==> src/rtl/gf256_pkg.sv <==
// gf256_pkg: shared definitions for the GF(2^8) arithmetic blocks of the
// RS codec. The field is defined by x^8+x^4+x^3+x^2+1 (0x11D). Only the
// low byte of the polynomial is stored here because x^8 is implicit.
//
// Contents:
//   GF_POLY   - low byte of the field polynomial
//   GF_ONE    - multiplicative identity
//   ITER_LAST - last value of the square-and-multiply counter
//   state_t   - divider control states
package gf256_pkg;

  localparam logic [7:0] GF_POLY   = 8'h1D;
  localparam logic [7:0] GF_ONE    = 8'h01;

  // den^254 = den^(2+4+...+128) takes seven square-and-multiply steps.
  // The counter runs 0..6.
  localparam logic [2:0] ITER_LAST = 3'd6;

  typedef enum logic [1:0] {
    IDLE  = 2'd0,
    ITER  = 2'd1,
    FINAL = 2'd2,
    DONE  = 2'd3
  } state_t;

endpackage

==> src/rtl/gf_mul.sv <==
// gf_mul: combinational GF(2^8) multiplier, y = a*b mod (x^8 + POLY).
// The shift-and-reduce loop is fully unrolled. Each step conditionally adds
// the current multiple of a to the product. It then multiplies that multiple
// by x, folding the overflow bit back in through POLY.
//
// Ports:
//   a, b : operands
//   y    : product
module gf_mul #(
  parameter logic [7:0] POLY = 8'h1D
) (
  input  logic [7:0] a,
  input  logic [7:0] b,
  output logic [7:0] y
);

  logic [7:0] prod;
  logic [7:0] shifted;

  always_comb begin
    prod    = 8'h00;
    shifted = a;
    for (int i = 0; i < 8; i++) begin
      if (b[i]) begin
        prod = prod ^ shifted;
      end
      shifted = {shifted[6:0], 1'b0} ^ (shifted[7] ? POLY : 8'h00);
    end
    y = prod;
  end

endmodule

==> src/rtl/gf_div.sv <==
// gf_div: sequential GF(2^8) divider for the RS decoder back-end, for
// example Forney error-magnitude evaluation.
//
// The unit computes quot = num * den^-1. The inverse is formed as
// den^-1 = den^254 by seven square-and-multiply steps, and a final step
// multiplies by num. Latency is a fixed 9 cycles from acceptance to
// out_valid, and the unit handles one operation at a time.
//
// den == 0 follows the same path. The result comes out as 0 naturally, and
// div0 flags it.
//
// Ports:
//   clk, rst             : clock and synchronous active-high reset
//   in_valid / in_ready  : operand handshake (in_ready is high only in IDLE)
//   num, den             : dividend and divisor
//   out_valid / out_ready: result handshake (out_valid is high only in DONE)
//   quot, div0           : quotient and divide-by-zero flag, held in DONE
module gf_div
  import gf256_pkg::*;
#(
  parameter int         W    = 8,
  parameter logic [7:0] POLY = GF_POLY
) (
  input  logic         clk,
  input  logic         rst,
  input  logic         in_valid,
  output logic         in_ready,
  input  logic [W-1:0] num,
  input  logic [W-1:0] den,
  output logic         out_valid,
  input  logic         out_ready,
  output logic [W-1:0] quot,
  output logic         div0
);

  state_t       state;
  state_t       state_n;

  logic [W-1:0] num_r;
  logic [W-1:0] sq;
  logic [W-1:0] acc;
  logic [2:0]   cnt;
  logic         div0_r;

  logic [W-1:0] sq2;
  logic [W-1:0] mul_a;
  logic [W-1:0] mul_b;
  logic [W-1:0] mul_y;

  // Squarer. Across ITER, sq walks den^2, den^4, ..., den^128.
  gf_mul #(.POLY(POLY)) u_sq (
    .a (sq),
    .b (sq),
    .y (sq2)
  );

  // One general multiplier is shared between the two steps. In ITER it
  // accumulates acc * sq^2. In FINAL it forms num_r * den^254.
  assign mul_a = (state == FINAL) ? num_r : acc;
  assign mul_b = (state == FINAL) ? acc   : sq2;

  gf_mul #(.POLY(POLY)) u_acc (
    .a (mul_a),
    .b (mul_b),
    .y (mul_y)
  );

  assign in_ready  = (state == IDLE);
  assign out_valid = (state == DONE);

  // State register.
  always_ff @(posedge clk) begin
    if (rst) begin
      state <= IDLE;
    end else begin
      state <= state_n;
    end
  end

  // Next-state logic. in_valid matters only in IDLE, and out_ready
  // matters only in DONE.
  always_comb begin
    state_n = state;
    case (state)
      IDLE: begin
        if (in_valid) begin
          state_n = ITER;
        end
      end
      ITER: begin
        if (cnt == ITER_LAST) begin
          state_n = FINAL;
        end
      end
      FINAL: begin
        state_n = DONE;
      end
      DONE: begin
        if (out_ready) begin
          state_n = IDLE;
        end
      end
      default: begin
        state_n = IDLE;
      end
    endcase
  end

  // Datapath registers. The operands are captured only on acceptance in
  // IDLE. quot and div0 change only in FINAL, so they stay stable through
  // DONE and afterwards.
  always_ff @(posedge clk) begin
    if (rst) begin
      num_r  <= '0;
      sq     <= '0;
      acc    <= GF_ONE;
      cnt    <= 3'd0;
      div0_r <= 1'b0;
      quot   <= '0;
      div0   <= 1'b0;
    end else begin
      case (state)
        IDLE: begin
          if (in_valid) begin
            num_r  <= num;
            sq     <= den;
            acc    <= GF_ONE;
            cnt    <= 3'd0;
            div0_r <= (den == '0);
          end
        end
        ITER: begin
          sq  <= sq2;
          acc <= mul_y;
          cnt <= cnt + 3'd1;
        end
        FINAL: begin
          quot <= mul_y;
          div0 <= div0_r;
        end
        default: begin
        end
      endcase
    end
  end

endmodule
==> config.mk <==
export PLATFORM = sky130hd
export DESIGN_NAME = gf_div
export DESIGN_NICKNAME = d
export VERILOG_FILES = /design/src/rtl/gf256_pkg.sv /design/src/rtl/gf_mul.sv /design/src/rtl/gf_div.sv
export SDC_FILE = /design/constraint.sdc
export NUM_CORES = 1
export LEC_CHECK = 0
export ABC_AREA = 1
export CORE_MARGIN = 2
export CORE_UTILIZATION = 55
export DETAILED_ROUTE_END_ITERATION = 8
export DONT_BUFFER_PORTS = 1
export PLACE_DENSITY = 0.66
export SETUP_SLACK_MARGIN = 0.05
export SYNTH_ARGS = -nofsm -noshare
export SYNTH_HDL_FRONTEND = slang
export SYNTH_SLANG_ARGS = --single-unit
==> constraint.sdc <==
create_clock -name clk -period 3.8 [get_ports clk]
set_input_delay 1.14 -clock clk [delete_from_list [all_inputs] [get_ports clk]]
set_output_delay 1.14 -clock clk [all_outputs]
set_load 0.005 [all_outputs]
==> metrics.csv <==
metric,value,unit
worst flop-to-flop path startpoint,sq[1],
Post-synth top cells,"303 x nand2_1, 101 x nand3_1, 99 x inv_1",
Core Footprint,8300,µm²
drt initial violations,346,
Final #Nets,859,
final setup violating endpoints,0,
critical path's slowest cell,dfxtp_1,
grt ovf,0,
root buf cell,clkbuf_8,
most frequent cell after synthesis,nand2_1,
maximum root-to-sink buffer count,2,
Routability Congestion,0.960,
worst slew pin tran,549,ps
CTS buffer count,5,
Worst EP arrival,3520,ps
hold buffers post-CTS,0,
DRC viols,0,
RSZ-0062 raised after global routing,no,
Post-CTS Setup Bufs,0,
post-route ant nets,0,
async set or reset register ratio after synthesis,0,%
CTS tree,yes,
startpoint of the worst hold path,sq[4],
critical path's largest stage delay,570,ps
R2R Setup Slk,510,ps
Post-Syn Instances,839,
worst-skew pair later-pin latency,300,ps
Final Skew,14.1,ps
Hold EP,sq[4],
crit-path max FO,11,
Crit path buffers/inverters,1,
RR Endpoint,acc[3],
Die Wd,96.9,µm
WS Path Type,flip-flop to flip-flop,
"Period Utilization, post-route",86.5,%
crit path cell chain,"inv_1, nand2_2, nand2_1, nand2_2, nand2_2, nand2_1, nand3_1, a21oi_1, nand3_1, nand3_2, nand2_1, o21ai_0, nand2_1, nand2_1, nand2_1, nand3_1, nand3_1, a21oi_1",
Seq cells post-synth,39,
DRT Pass-1 Iters,5,
sequential share of the synthesized area,16.4,%
area delta synth->final,3.61,%
"Avg Cell Area, Syn",5.66,µm²
IO Port Bufs,0,
fmax,304,MHz
MaxCap Viol Count,0,
dominant synthesized flop cell,dfxtp_1,
Levels on crit path,18,
min Tclk post-route,3290,ps
H-tree depth,2,
Startpoint Class,flip-flop,
All-Layer GR Usage,27.9,%
diode count,0,
via count of the first global-routing pass,4530,
# clock sinks,39,
Initial Util,57.2,%
row cnt,33,
share of the synthesized area in the top cell type,23.9,%
routed len/inst,13.8,µm
Synthesized Nets,867,
"top cells by area, synth","nand2_1 24%, dfxtp_1 16%, nand3_1 11%",
Setup TNS,0,ps
synth warn,0,
Max Slew Vio Count,0,
CTS resizes,0,
Worst path most repeated cell,nand2_1,
pin count of the biggest net entering global routing,21,
status,finished clean,
"area leader, netlist",nand2_1,
number of synthesized flops with an enable pin,0,
Die Y-Extent,96.9,µm
crit-path leading delay family,simple AND/OR/NAND/NOR gates,
dpl hpwl,10400,µm
Hold Path Class,flip-flop to flip-flop,
DR vias,5062,
final hold vios,0,
initial antenna violation count,0,
total wire length,12900,µm
Synth cell types,42,
clk slew on worst S/H paths,80,ps
Ports,31,
Crit path required time,4030,ps
Die Area,9390,µm²
layout cell share with drive strength beyond 1,9.13,%
cells on worst reg2reg path,18,
Slew HR,63.4,%
Post-Syn Area,4750,µm²
critical path endpoint category,flip-flop,
Hold Crit Depth,2,
vias per cell,5.40,
first-pass GRT wire length,21800,µm
-- area by class of cell --
class,instances,area (µm²)
repair buffers,12,90.1
clock buffers,6,82.6
fillers,842,3380
inverters,111,417
multi-input cells,662,3380
clock inverters,2,38.8
flip-flops and latches,39,781
well taps,105,131
-- routing by layer --
metal	GRT usage, %	vias to the layer above	share of wire (%)	routed length, µm
met4	6.18	0	0.46	59
met5	0	-	0	0
met1	42.0	2264	50	6510
met2	41.5	165	41	5330
met3	4.84	6	7.8	1010
li1	-	2627	-	-
-- placed cells by master (no fill, tap or decap), types with 2 or more instances in the layout --
cell,count
o2111ai_1,2
or2_1,3
nand2_1,303
xnor2_1,13
nand3_2,5
o21ai_1,3
clkbuf_8,6
inv_2,10
a21oi_2,2
inv_1,99
nand4_1,9
xor2_4,2
o211ai_1,7
nand2_4,2
xor2_1,18
o21ai_0,29
o21ai_2,6
xnor2_2,4
or2_2,2
nand3b_1,11
clkinv_1,2
buf_4,12
nand3_1,101
dfxtp_1,39
ha_1,8
nand2_2,13
nor4_1,3
a21oi_1,28
nor2_1,70
xor2_2,7
nor2_2,2
-- flip-flops by register name (all words and copies together) (netlist names) --
register	flops
num_r	8
sq	8
div0_r	1
cnt	3
div0	1
quot	8
state	2
acc	8
-- per-stage QoR --
step | setup WS, ps | util, % | instances | cell area [µm²] | hold WS, ps
after detailed placement | 586 | 57.8 | 929 | 4800 | 452
after floorplan | 1140 | - | 839 | 4750 | 445
after CTS | 565 | 59.3 | 937 | 4920 | 465
final | 513 | 59.3 | 937 | 4920 | 466
after global placement | 653 | 57.8 | 929 | 4800 | 448
after global routing | 90.8 | 59.3 | 937 | 4920 | 482
-- kinds of logic (layout without fill, tap and decap cells) --
logic type	count (synthesis)	count (layout)	share of synthesized area (%)
simple gates	527	527	48.0
fa+ha+maj	8	8	2.11
compound gates	83	83	10.5
xor+xnor	44	44	10.6
flops	39	39	16.4
buf+inv	138	131	12.4
-- worst register-to-register path: cells and delay by family (launching register included) --
family / cells / cell delay (ps)
DFF: 1 / 570
buffers and inverters: 1 / 170
and+or+nand+nor: 14 / 1680
AOI/OAI and AO/OA: 3 / 810
-- how the worst max path moves through the flow --
stage / from / end / slack [ps]
after floorplan: state[0] / quot[5] / 1140
final: sq[1] / acc[3] / 510
after global placement: state[0] / quot[5] / 650
after global routing: state[0] / acc[4] / 90
after detailed placement: state[0] / quot[4] / 590
after CTS: state[0] / acc[4] / 570
Power is left out: the tool's default activity adds up to more than one toggle a clock period on the data nets, which glitch-free logic cannot reach.
